<file path="src/rtl/feature_readout.sv">
// Feature readout: collects one frame of scattered feature writes, then streams
// it out in index order with a handshake while tracking the argmax.
package graph_pkg;
    localparam int PRECISION = 16;
endpackage

module feature_readout #(
    parameter int NUM_ENTRIES = 64,
    parameter int PRECISION   = graph_pkg::PRECISION,
    localparam int ADDR_W     = $clog2(NUM_ENTRIES)
) (
    input  logic                 clk,
    input  logic                 reset,
    input  logic [ADDR_W-1:0]    in_addr,
    input  logic [PRECISION-1:0] in_data,
    input  logic                 in_valid,
    output logic [PRECISION-1:0] m_data,
    output logic [ADDR_W-1:0]    m_idx,
    output logic                 m_last,
    output logic                 m_valid,
    input  logic                 m_ready,
    output logic [ADDR_W-1:0]    argmax_idx,
    output logic                 argmax_valid,
    output logic                 busy,
    output logic                 overrun
);

    typedef enum logic {COLLECT, DRAIN} state_t;

    state_t                      state;
    logic signed [PRECISION-1:0] buffer [NUM_ENTRIES];
    logic [NUM_ENTRIES-1:0]      written;
    logic [ADDR_W:0]             count;
    logic signed [PRECISION-1:0] max_val;
    logic [ADDR_W-1:0]           max_idx;
    logic signed [PRECISION-1:0] beat_data;
    logic [31:0]                 addr_ext;
    logic                        addr_ok;
    logic                        wr_en;
    logic                        wr_new;
    logic                        frame_done;
    logic                        hs;
    logic                        take_max;
    logic [ADDR_W-1:0]           next_idx;

    // Strict greater-than keeps the earlier (lower) index on ties.
    function automatic logic is_new_max(input logic signed [PRECISION-1:0] cand,
                                        input logic signed [PRECISION-1:0] best,
                                        input logic                        first);
        return first || (cand > best);
    endfunction

    assign addr_ext   = 32'(in_addr);
    assign addr_ok    = addr_ext < 32'(NUM_ENTRIES);
    assign wr_en      = (state == COLLECT) && in_valid && addr_ok;
    assign wr_new     = wr_en && !written[in_addr];
    assign frame_done = wr_new && (count == (ADDR_W+1)'(NUM_ENTRIES - 1));
    assign hs         = m_valid && m_ready;
    assign beat_data  = m_data;
    assign take_max   = is_new_max(beat_data, max_val, m_idx == '0);
    assign next_idx   = m_idx + ADDR_W'(1);

    // Feature storage: data only, never reset.
    always_ff @(posedge clk) begin
        if (wr_en) begin
            buffer[in_addr] <= in_data;
        end
    end

    always_ff @(posedge clk) begin
        if (reset) begin
            state        <= COLLECT;
            written      <= '0;
            count        <= '0;
            m_valid      <= 1'b0;
            m_last       <= 1'b0;
            m_data       <= '0;
            m_idx        <= '0;
            argmax_idx   <= '0;
            argmax_valid <= 1'b0;
            busy         <= 1'b0;
            overrun      <= 1'b0;
            max_val      <= '0;
            max_idx      <= '0;
        end else begin
            argmax_valid <= 1'b0;
            if (in_valid && ((state == DRAIN) || !addr_ok)) begin
                overrun <= 1'b1;
            end
            case (state)
                COLLECT: begin
                    if (wr_en) begin
                        written[in_addr] <= 1'b1;
                        if (wr_new) begin
                            count <= count + (ADDR_W+1)'(1);
                        end
                    end
                    if (frame_done) begin
                        state   <= DRAIN;
                        busy    <= 1'b1;
                        m_valid <= 1'b1;
                        m_idx   <= '0;
                        m_last  <= 1'b0;
                        // Entry 0 may be the very write that completes the frame.
                        m_data  <= (in_addr == '0) ? in_data : buffer[0];
                    end
                end
                DRAIN: begin
                    if (hs) begin
                        if (take_max) begin
                            max_val <= beat_data;
                            max_idx <= m_idx;
                        end
                        if (m_last) begin
                            state        <= COLLECT;
                            busy         <= 1'b0;
                            m_valid      <= 1'b0;
                            m_last       <= 1'b0;
                            written      <= '0;
                            count        <= '0;
                            argmax_valid <= 1'b1;
                            argmax_idx   <= take_max ? m_idx : max_idx;
                        end else begin
                            m_idx  <= next_idx;
                            m_data <= buffer[next_idx];
                            m_last <= (next_idx == ADDR_W'(NUM_ENTRIES - 1));
                        end
                    end
                end
            endcase
        end
    end

endmodule

</file>
<file path="config.mk">
export PLATFORM = sky130hd
export DESIGN_NAME = feature_readout
export DESIGN_NICKNAME = d
export VERILOG_FILES = /design/src/rtl/feature_readout.sv
export SDC_FILE = /design/constraint.sdc
export NUM_CORES = 1
export LEC_CHECK = 0
export BUFFER_PORTS_ARGS = -buffer_cell sky130_fd_sc_hd__buf_2
export CORE_MARGIN = 3
export CORE_UTILIZATION = 60
export DETAILED_ROUTE_END_ITERATION = 7
export PLACE_DENSITY_LB_ADDON = 0.12
export SYNTH_ARGS = -nofsm -noshare
export SYNTH_HDL_FRONTEND = slang
export SYNTH_SLANG_ARGS = --single-unit
</file>
<file path="constraint.sdc">
create_clock -name clk -period 5.5 [get_ports clk]
set_input_delay 0.55 -clock clk [delete_from_list [all_inputs] [get_ports clk]]
set_output_delay 0.55 -clock clk [all_outputs]
set_load 0.03 [all_outputs]
</file>
Yosys cells after proc, flatten, opt, wreduce, memory -nomap -nowiden
Memory sizes are Yosys's and may differ from the RTL's.
Index checks and enable logic that the tools add are counted.
{"block": "classes", "n_addsub": 2, "order_cmp": 4, "n_eq_ne": 8, "n_mux": 38, "n_bitwise": 3, "n_reduce_logical": 22}
{"cell": "two-way mux 64 bit", "count": 3}
{"cell": "one-hot mux 64 bit (2 select lines)", "count": 1}
{"cell": "two-way mux 16 bit", "count": 4}
{"cell": "bitwise OR 64 bit", "count": 1}
{"cell": "one-hot mux 16 bit (2 select lines)", "count": 1}
{"cell": "two-way mux 7 bit", "count": 4}
{"cell": "two-way mux 6 bit", "count": 4}
{"cell": "> comparator 16 bit", "count": 1}
{"cell": "AND reduction 3 bit", "count": 5}
{"cell": "less-than comparator 6 x 7 -> 1 bit (second input constant)", "count": 2}
{"cell": "two-way mux 1 bit", "count": 14}
{"cell": "one-hot mux 7 bit (2 select lines)", "count": 1}
{"cell": "zero test 6 bit", "count": 2}
{"cell": "one-hot mux 6 bit (2 select lines)", "count": 1}
{"cell": "inequality test 2 bit (second input constant)", "count": 5}
{"cell": "adder 7 x 1 -> 7 bit (second input constant)", "count": 1}
{"cell": "== test 7 x 6 -> 1 bit (second input constant)", "count": 1}
{"cell": "logical AND 1 bit", "count": 7}
{"cell": "adder 6 x 1 -> 6 bit (second input constant)", "count": 1}
{"cell": "binary-select mux 1 bit (select 6 bit)", "count": 1}
{"cell": "demux 1 bit (select 6 bit)", "count": 1}
{"cell": "== test 6 bit (second input constant)", "count": 1}
{"cell": ">= comparator 6 x 1 -> 1 bit (second input constant)", "count": 1}
{"cell": "one-hot mux 1 bit (2 select lines)", "count": 3}
{"cell": "other kinds (7)", "count": 11}
{"block": "totals", "ff_bits": 126, "mem_bits_rw": 1024, "in_bits": 26, "output_inout_bits": 33, "elab_cells": 90, "mem_count": 1}
{"name": "buffer", "words": 64, "word_bits": 16, "read_ports": 2, "rd_clocked_by_memory_dff": 0, "wr": 1, "line": "31", "source": "logic signed [PRECISION-1:0] buffer [NUM_ENTRIES];"}

Longest topological paths before layout
Gate-level depths: netlist of the first run.
{"block": "depth", "ltp_word": 7, "ltp_mapped": 14, "depth_no_buf": 10}

Worst setup path before layout of the first run
No wires, ideal clock.
{"block": "synth_timing", "path_kind": "register to register", "from": "reg m_idx[0]", "to": "reg m_data[2]", "setup_ps": 117, "t_arrival_ps": 3521, "required_time_ps": 5383, "setup_slack_ps": 1862, "stages_incl_launch_ff": 13, "n_path_buf": 5, "path_cell_list": "dfxtp_1 -> clkbuf_1 -> buf_2 -> buf_2 -> inv_1 -> ha_1 -> clkbuf_1 -> clkbuf_1 -> mux4_2 -> mux4_2 -> nand2_1 -> nand3_1 -> a32o_1"}
{"block": "synth_between", "elab_chain_cells": 5}
{"element": "start, declared", "line": "18", "source": "output logic [ADDR_W-1:0] m_idx,"}
{"element": "start signal, assigned", "line": "124", "source": "m_idx <= next_idx;"}
{"element": "adder 6 x 1 -> 6 bit", "line": "61", "source": "assign next_idx = m_idx + ADDR_W'(1);"}
{"element": "memory (64 x 16 bit)"}
{"element": "two-way mux 16 bit", "line": "114", "source": "if (m_last) begin"}
{"element": "two-way mux 16 bit", "line": "109", "source": "if (hs) begin"}
{"element": "one-hot mux 16 bit (2 select lines)", "line": "90", "source": "case (state)"}
{"element": "end signal, assigned", "line": "105", "source": "m_data <= (in_addr == '0) ? in_data : buffer[0];"}
{"element": "end signal, assigned", "line": "125", "source": "m_data <= buffer[next_idx];"}
{"element": "end, declared", "line": "17", "source": "output logic [PRECISION-1:0] m_data,"}
No other way between the ends. The select of a mux whose other input is x is not followed.
A chain may end at the register's enable or synchronous reset.

Worst setup path after layout of the first run
{"block": "layout_timing", "from": "reg m_idx[0]", "to": "reg m_data[14]"}
The elaborated chain is that of the path after synthesis.

==> impl_metrics.ini, run 1 <==
[outcome]
status = completed

[cells_and_area]
utilization = 0.6786
drive_above_1_share = 0.1952
area.growth.synth_to_final_pct = 11.89
nets = 2866

[sta]
rsz0062_at_grt = no
tns_ps = 0
finClkSkew_ps = 28.65
period_minus_slack_ps = 4088
slew_viol_final = 0
worstMarginPinSlew_ps = 1415
hold_violations = 0
max_freq_mhz = 244.6
slew_headroom = 0.04963
setup_viol = 0
fin_crit_sh = 0.7432

[yosys]
synth_xor_area_frac = 0.002130
ys_seq_elements = 1150
yosysMostFrequentCell = edfxtp_1
synth.distinct_cells = 62
synthTopCellsByArea = edfxtp_1, mux4_2, dfxtp_1
synthCells = 2714
synthMuxAreaShare = 0.1190
netlist.top_cell.by_area = edfxtp_1
syn_avg_cell_area_um2 = 16.67
yosysWarnings = 0
synth_edf_count = 1024
syn_area_um2 = 45230
synth_top_family_by_area = multiplexers
synth_top_area_frac = 0.6799
seq_area_frac_synth = 0.7356
ys_async_sr_fraction = 0
yosys.area_share.simple = 0.06551
synth_compound_area_frac = 0.05488
synth_fa_ha_area_frac = 0.005533
synthFlopType = edfxtp_1
yosys-top-cells-count = edfxtp_1, nand2_1, mux4_2
syn_nets = 2760

[power]
switchingPower_uw = 3439
switching_share = 0.1983
p_seq_frac = 0.552
powerDensity_nw_per_um2 = 342.7
ir_drop_mv = 0.3182
clkPwrFrac = 0.430
power_leakage_uw = 0.01616
p_int_uw = 13900
power_frac_comb = 0.018

[critical_path]
cp-startpoint = m_idx[0]
reg2reg_to = m_data[14]
crit_required_ps = 6050
r2r_setup_slack_ps = 1410
worstPathArrival_ps = 4640
cp-end-kind = flip-flop
ff2ff_path_depth = 8
crit_type = flip-flop to flip-flop
worstPathMaxFanout = 85
worst_r2r_startpoint = m_idx[0]
startpoint_type = flip-flop

[clock_tree]
cts_root_buf = clkbuf_16
cts_buffers = 111
postCtsHoldBufs = 0
clk_latency_ps = 660
cts_setup_buffers = 0
cts.sinks = 1150
ctsResizeCount = 0
cts.path.max_buffers = 3
cts_tree = done
h-tree-depth = 3
path_clk_slew_ps = 60

[routing]
avgRoutedWirePerCell_um = 28.96
dr.pass1.iters = 6
final_antenna_net_count = 0
dr.max_layer_used = met4
wl_um = 112400
wl_met3_um = 11930
drcViolationCount = 0
drt-met1-wl_um = 43500
drt-initial-drc-count = 3247
num_vias = 25370
vias_per_cell = 6.539
wl_met2_um = 52420

[grt]
grt_max_degree = 146
grt_pass1_wl_um = 165300
antenna_found_initial = 2
grt_pass1_vias = 25284
grt_use_total = 0.2891
grt.overflow.total = 0

[hold_path]
hp-class = primary input to flip-flop
min_to = busy
hold_start = m_ready
hold_depth = 4

[floorplan]
fp-row-count = 100
start_util = 0.6065
die_h_um = 280.6
core_area_um2 = 74570
ios = 59
dieArea_um2 = 78710
die_x_um = 280.6

[job]
drv_cap = 0

[placement]
gp_congestion = 0.8601
port_buffers = 58
dp.final_hpwl_um = 66030
## through the flow
stage | cell area (um2) | setup WS, ps | hold slack (ps) | std cells | power [uW]
2_1_floorplan | 45230 | 1862 | 429.3 | 2714 | 9859
3_5_place_dp | 47060 | 1367 | 452.6 | 3676 | 10070
4_1_cts | 50600 | 1462 | 216.5 | 3879 | 17420
6_report | 50610 | 1412 | 261.2 | 3880 | 17340
3_3_place_gp | 47060 | 1453 | 442.7 | 3676 | 10050
5_1_grt | 50600 | 1223 | 258.0 | 3879 | 17800
## final cells by class
type                    instances  area [um2]
inverters                      20       75.07
clock inverters                65       598.1
multi-input cells            1370       11320
well taps                     969        1212
clock buffers                 138        2943
repair buffers                167        1184
diodes                          1       2.502
flip-flops and latches       1150       33280
fillers                      4957       23960
## per-layer routing
layer	track usage	up-vias
li1	-	10890
met1	0.4078	12977
met2	0.4439	1282
met3	0.06931	221
met4	0.1139	0
met5	0	-
## power groups by stage
| stage | clock network (uW) | logic [uW] | registers (uW) |
|---|---|---|---|
| finish | 7450 | 318 | 9570 |
| global route | 7890 | 339 | 9570 |
| CTS | 7530 | 315 | 9570 |
| detailed placement | 0 | 315 | 9760 |
| global placement | 0 | 300 | 9750 |
| floorplan | 0 | 104 | 9760 |
## state kept, by name, indices dropped and copies added, names as in the netlist, 6 cells and up
signal	count
m_idx	6
written	64
buffer	1024
max_val	16
argmax_idx	6
count	7
m_data	16
max_idx	6
## worst max-delay path by stage
stage | to | slack (ps) | cells past startpoint
floorplan | m_data[2] | 1860 | 12
global placement | m_data[14] | 1450 | 8
detailed placement | m_data[4] | 1370 | 9
CTS | m_data[14] | 1460 | 8
global route | m_data[14] | 1220 | 8
finish | m_data[14] | 1410 | 8
## kinds of logic (layout without fill, tap and decap cells)
group,Yosys count,in the layout
buffers and inverters,194,390
other,0,1
adders and majority gates,20,20
and+or+nand+nor,684,684
xor gates and xnor gates,11,11
DFF,1150,1150
muxes,286,286
AOI/OAI and AO/OA,369,369
## layout by cell type, fill, tap and decap left out, drive strengths merged, types with 5 or more instances in the layout
cell type / synthesis / layout
nand2: 332 / 332
a31oi: 49 / 49
clkbuf: 123 / 138
a22oi: 20 / 20
or3b: 6 / 6
edfxtp: 1024 / 1024
and2: 28 / 28
xnor2: 6 / 6
a32oi: 44 / 44
a32o: 16 / 16
buf: 51 / 167
nand3b: 14 / 14
xor2: 5 / 5
nand4: 7 / 7
mux2i: 80 / 80
clkinv: 1 / 49
o211ai: 5 / 5
mux2: 5 / 5
a21oi: 117 / 117
dfxtp: 126 / 126
ha: 20 / 20
o221ai: 14 / 14
a311oi: 16 / 16
inv: 19 / 21
o21ai: 44 / 44
nor2: 177 / 177
a22o: 6 / 6
nand3: 85 / 85
mux4: 201 / 201
a211o: 15 / 15
bufinv: 0 / 11
and3: 8 / 8
## critical path, stage by stage (launching register included)
cell and delay (ps):
dfxtp_4 360, buf_12 440, buf_12 460, and2_1 710, buf_4 390, nand3_1 110, a31oi_1 560, o221ai_1 310
a32o_1 320
(Power assumes the default switching activity.)
==> inputs of run 2 (changes only) <==
--- a/config.mk
+++ b/config.mk
@@ -7,7 +7,7 @@
 export LEC_CHECK = 0
 export BUFFER_PORTS_ARGS = -buffer_cell sky130_fd_sc_hd__buf_2
 export CORE_MARGIN = 3
-export CORE_UTILIZATION = 60
+export CORE_UTILIZATION = 57
 export DETAILED_ROUTE_END_ITERATION = 7
 export PLACE_DENSITY_LB_ADDON = 0.12
 export SYNTH_ARGS = -nofsm -noshare
==> constraint.sdc (replaced) <==
create_clock -name clk -period 3.5 [get_ports clk]
set_input_delay 0.35 -clock clk [delete_from_list [all_inputs] [get_ports clk]]
set_output_delay 0.35 -clock clk [all_outputs]
set_load 0.03 [all_outputs]
==> impl_metrics.ini, run 2 (synthesis gave the netlist of run 1 again) <==
[cells_and_area]
seqCellArea_um2 = 33280
drive_above_1_share = 0.2140
multi_input_area_um2 = 11270
num-fill-cells = 5334
fin_cells = 4035
largest_register_ffs = 1024
final_common_cell = edfxtp_1
area.growth.synth_to_final_pct = 13.71
diodes = 0
layout_common_cells = edfxtp_1, nand2_1, mux4_2
nets = 2948
top_regs = buffer (1024), written (64)
top_register = buffer

[placement]
gp_congestion = 0.8755
dp.final_hpwl_um = 72940
port_buffers = 58
dp.cells = 3826

[critical_path]
path_common_cell = buf_12
ff2ff_path_depth = 10
slowest_delay_ps = 500
worst_r2r_startpoint = m_idx[1]
reg2reg_to = m_data[1]
cp_top_family = compound AO/OA/AOI/OAI gates
crit_type = flip-flop to flip-flop
cp_slowest_cell = o21ai_0
crit_required_ps = 4070
path_cells = inv_1, ha_4, buf_12, buf_12, mux4_2, a22oi_1, nand2_1, o21ai_0, o211ai_1, a32o_1
worstPathArrival_ps = 3970
startpoint_type = flip-flop
worstPathMaxFanout = 30
cp-end-kind = flip-flop
crit_cells = 10
critPathBufInv = 3
r2r_setup_slack_ps = 100

[sta]
setup_viol = 0
max_freq_mhz = 294.1
slew_viol_final = 0
rsz0062_at_grt = no
slew_headroom = 0.1445
fin_crit_sh = 0.9716
period_minus_slack_ps = 3401
hold_violations = 0
tns_ps = 0
finClkSkew_ps = 19.09
worstMarginPinSlew_ps = 1283

[grt]
grt_pass1_vias = 25861
grt_pass1_wl_um = 174200
grt.overflow.total = 0
antenna_found_initial = 2
grt_max_degree = 74
grt_use_total = 0.2892

[routing]
num_vias = 26149
drcViolationCount = 0
wl_met2_um = 56180
wl_um = 117800
vias_per_cell = 6.481
final_antenna_net_count = 0
dr.max_layer_used = met4
avgRoutedWirePerCell_um = 29.19
dr.pass1.iters = 6
drt-met1-wl_um = 47040
wl_met3_um = 10410
drt-initial-drc-count = 3454

[hold_path]
hp-class = primary input to flip-flop
min_to = busy
hold_depth = 4
hold_start = m_ready

[clock_tree]
h-tree-depth = 3
clk_latency_ps = 680
cts_root_buf = clkbuf_16
cts.path.max_buffers = 3
path_clk_slew_ps = 60
cts_tree = done
postCtsHoldBufs = 0
cts_buffers = 110
cts.sinks = 1150

[floorplan]
fp-row-count = 102
core_area_um2 = 77980
start_util = 0.5800
dieArea_um2 = 82770
die_h_um = 287.7
die_x_um = 287.7
ios = 59

[power]
ir_drop_mv = 0.4870
power_leakage_uw = 0.01662
powerDensity_nw_per_um2 = 532.6

[job]
drv_cap = 0

[outcome]
status = completed
run 2: how the worst max path moves through the flow:
| stage | from | slack (ps) | endpoint |
|---|---|---|---|
| after floorplan | m_idx[0] | 0.08 | m_data[0] |
| after global placement | m_idx[1] | 90 | m_data[15] |
| after detailed placement | m_idx[1] | -3 | m_data[15] |
| after CTS | m_idx[1] | 10 | m_data[3] |
| after global routing | m_idx[1] | 2 | m_data[15] |
| final | m_idx[1] | 100 | m_data[1] |
run 2: worst min-delay path: cells and delay by family:
family,cells,cell delay [ps]
and+or+nand+nor,2,140
buffers and inverters,1,130
AOI/OAI and AO/OA,1,50
run 2: layer usage:
layer	global-route usage	up-vias
met2	0.4536	1363
met4	0.09511	0
met1	0.4177	13533
li1	-	11047
met3	0.05226	206
met5	0	-
run 2: layout make-up:
cell class | count | area share
clock buffer | 137 | 0.05676
clock inverter | 68 | 0.01331
inverter | 20 | 0.001460
multi-input combinational | 1370 | 0.2191
sequential | 1150 | 0.6470
tap | 1040 | 0.02530
timing repair buffer | 250 | 0.03708
run 2: per-stage QoR:
step	util	power, uW	worst slack [ps]	hold WS (ps)	area [um2]
2_1_floorplan	-	15490	0.07505	429.3	45240
6_report	0.6595	27390	99.43	50.93	51430
4_1_cts	0.6589	27510	12.50	17.44	51380
3_5_place_dp	0.6127	15840	-3.340	450.7	47770
3_3_place_gp	0.6127	15810	93.68	443.4	47770
5_1_grt	0.6595	28090	2.062	42.35	51430
run 2: repair_timing:
item                                   in CTS  in global routing
pin swaps                                   0                  1
gates resized for setup                     1                  4
endpoints found under the hold margin       0                  0
setup buffers                               0                  4
setup endpoints to repair                   1                  9
run 2: where the power goes:
group | switching (uW) | internal, uW
Clock | 5030 | 6810
Combinational | 416 | 94.2
Sequential | 24.6 | 15000
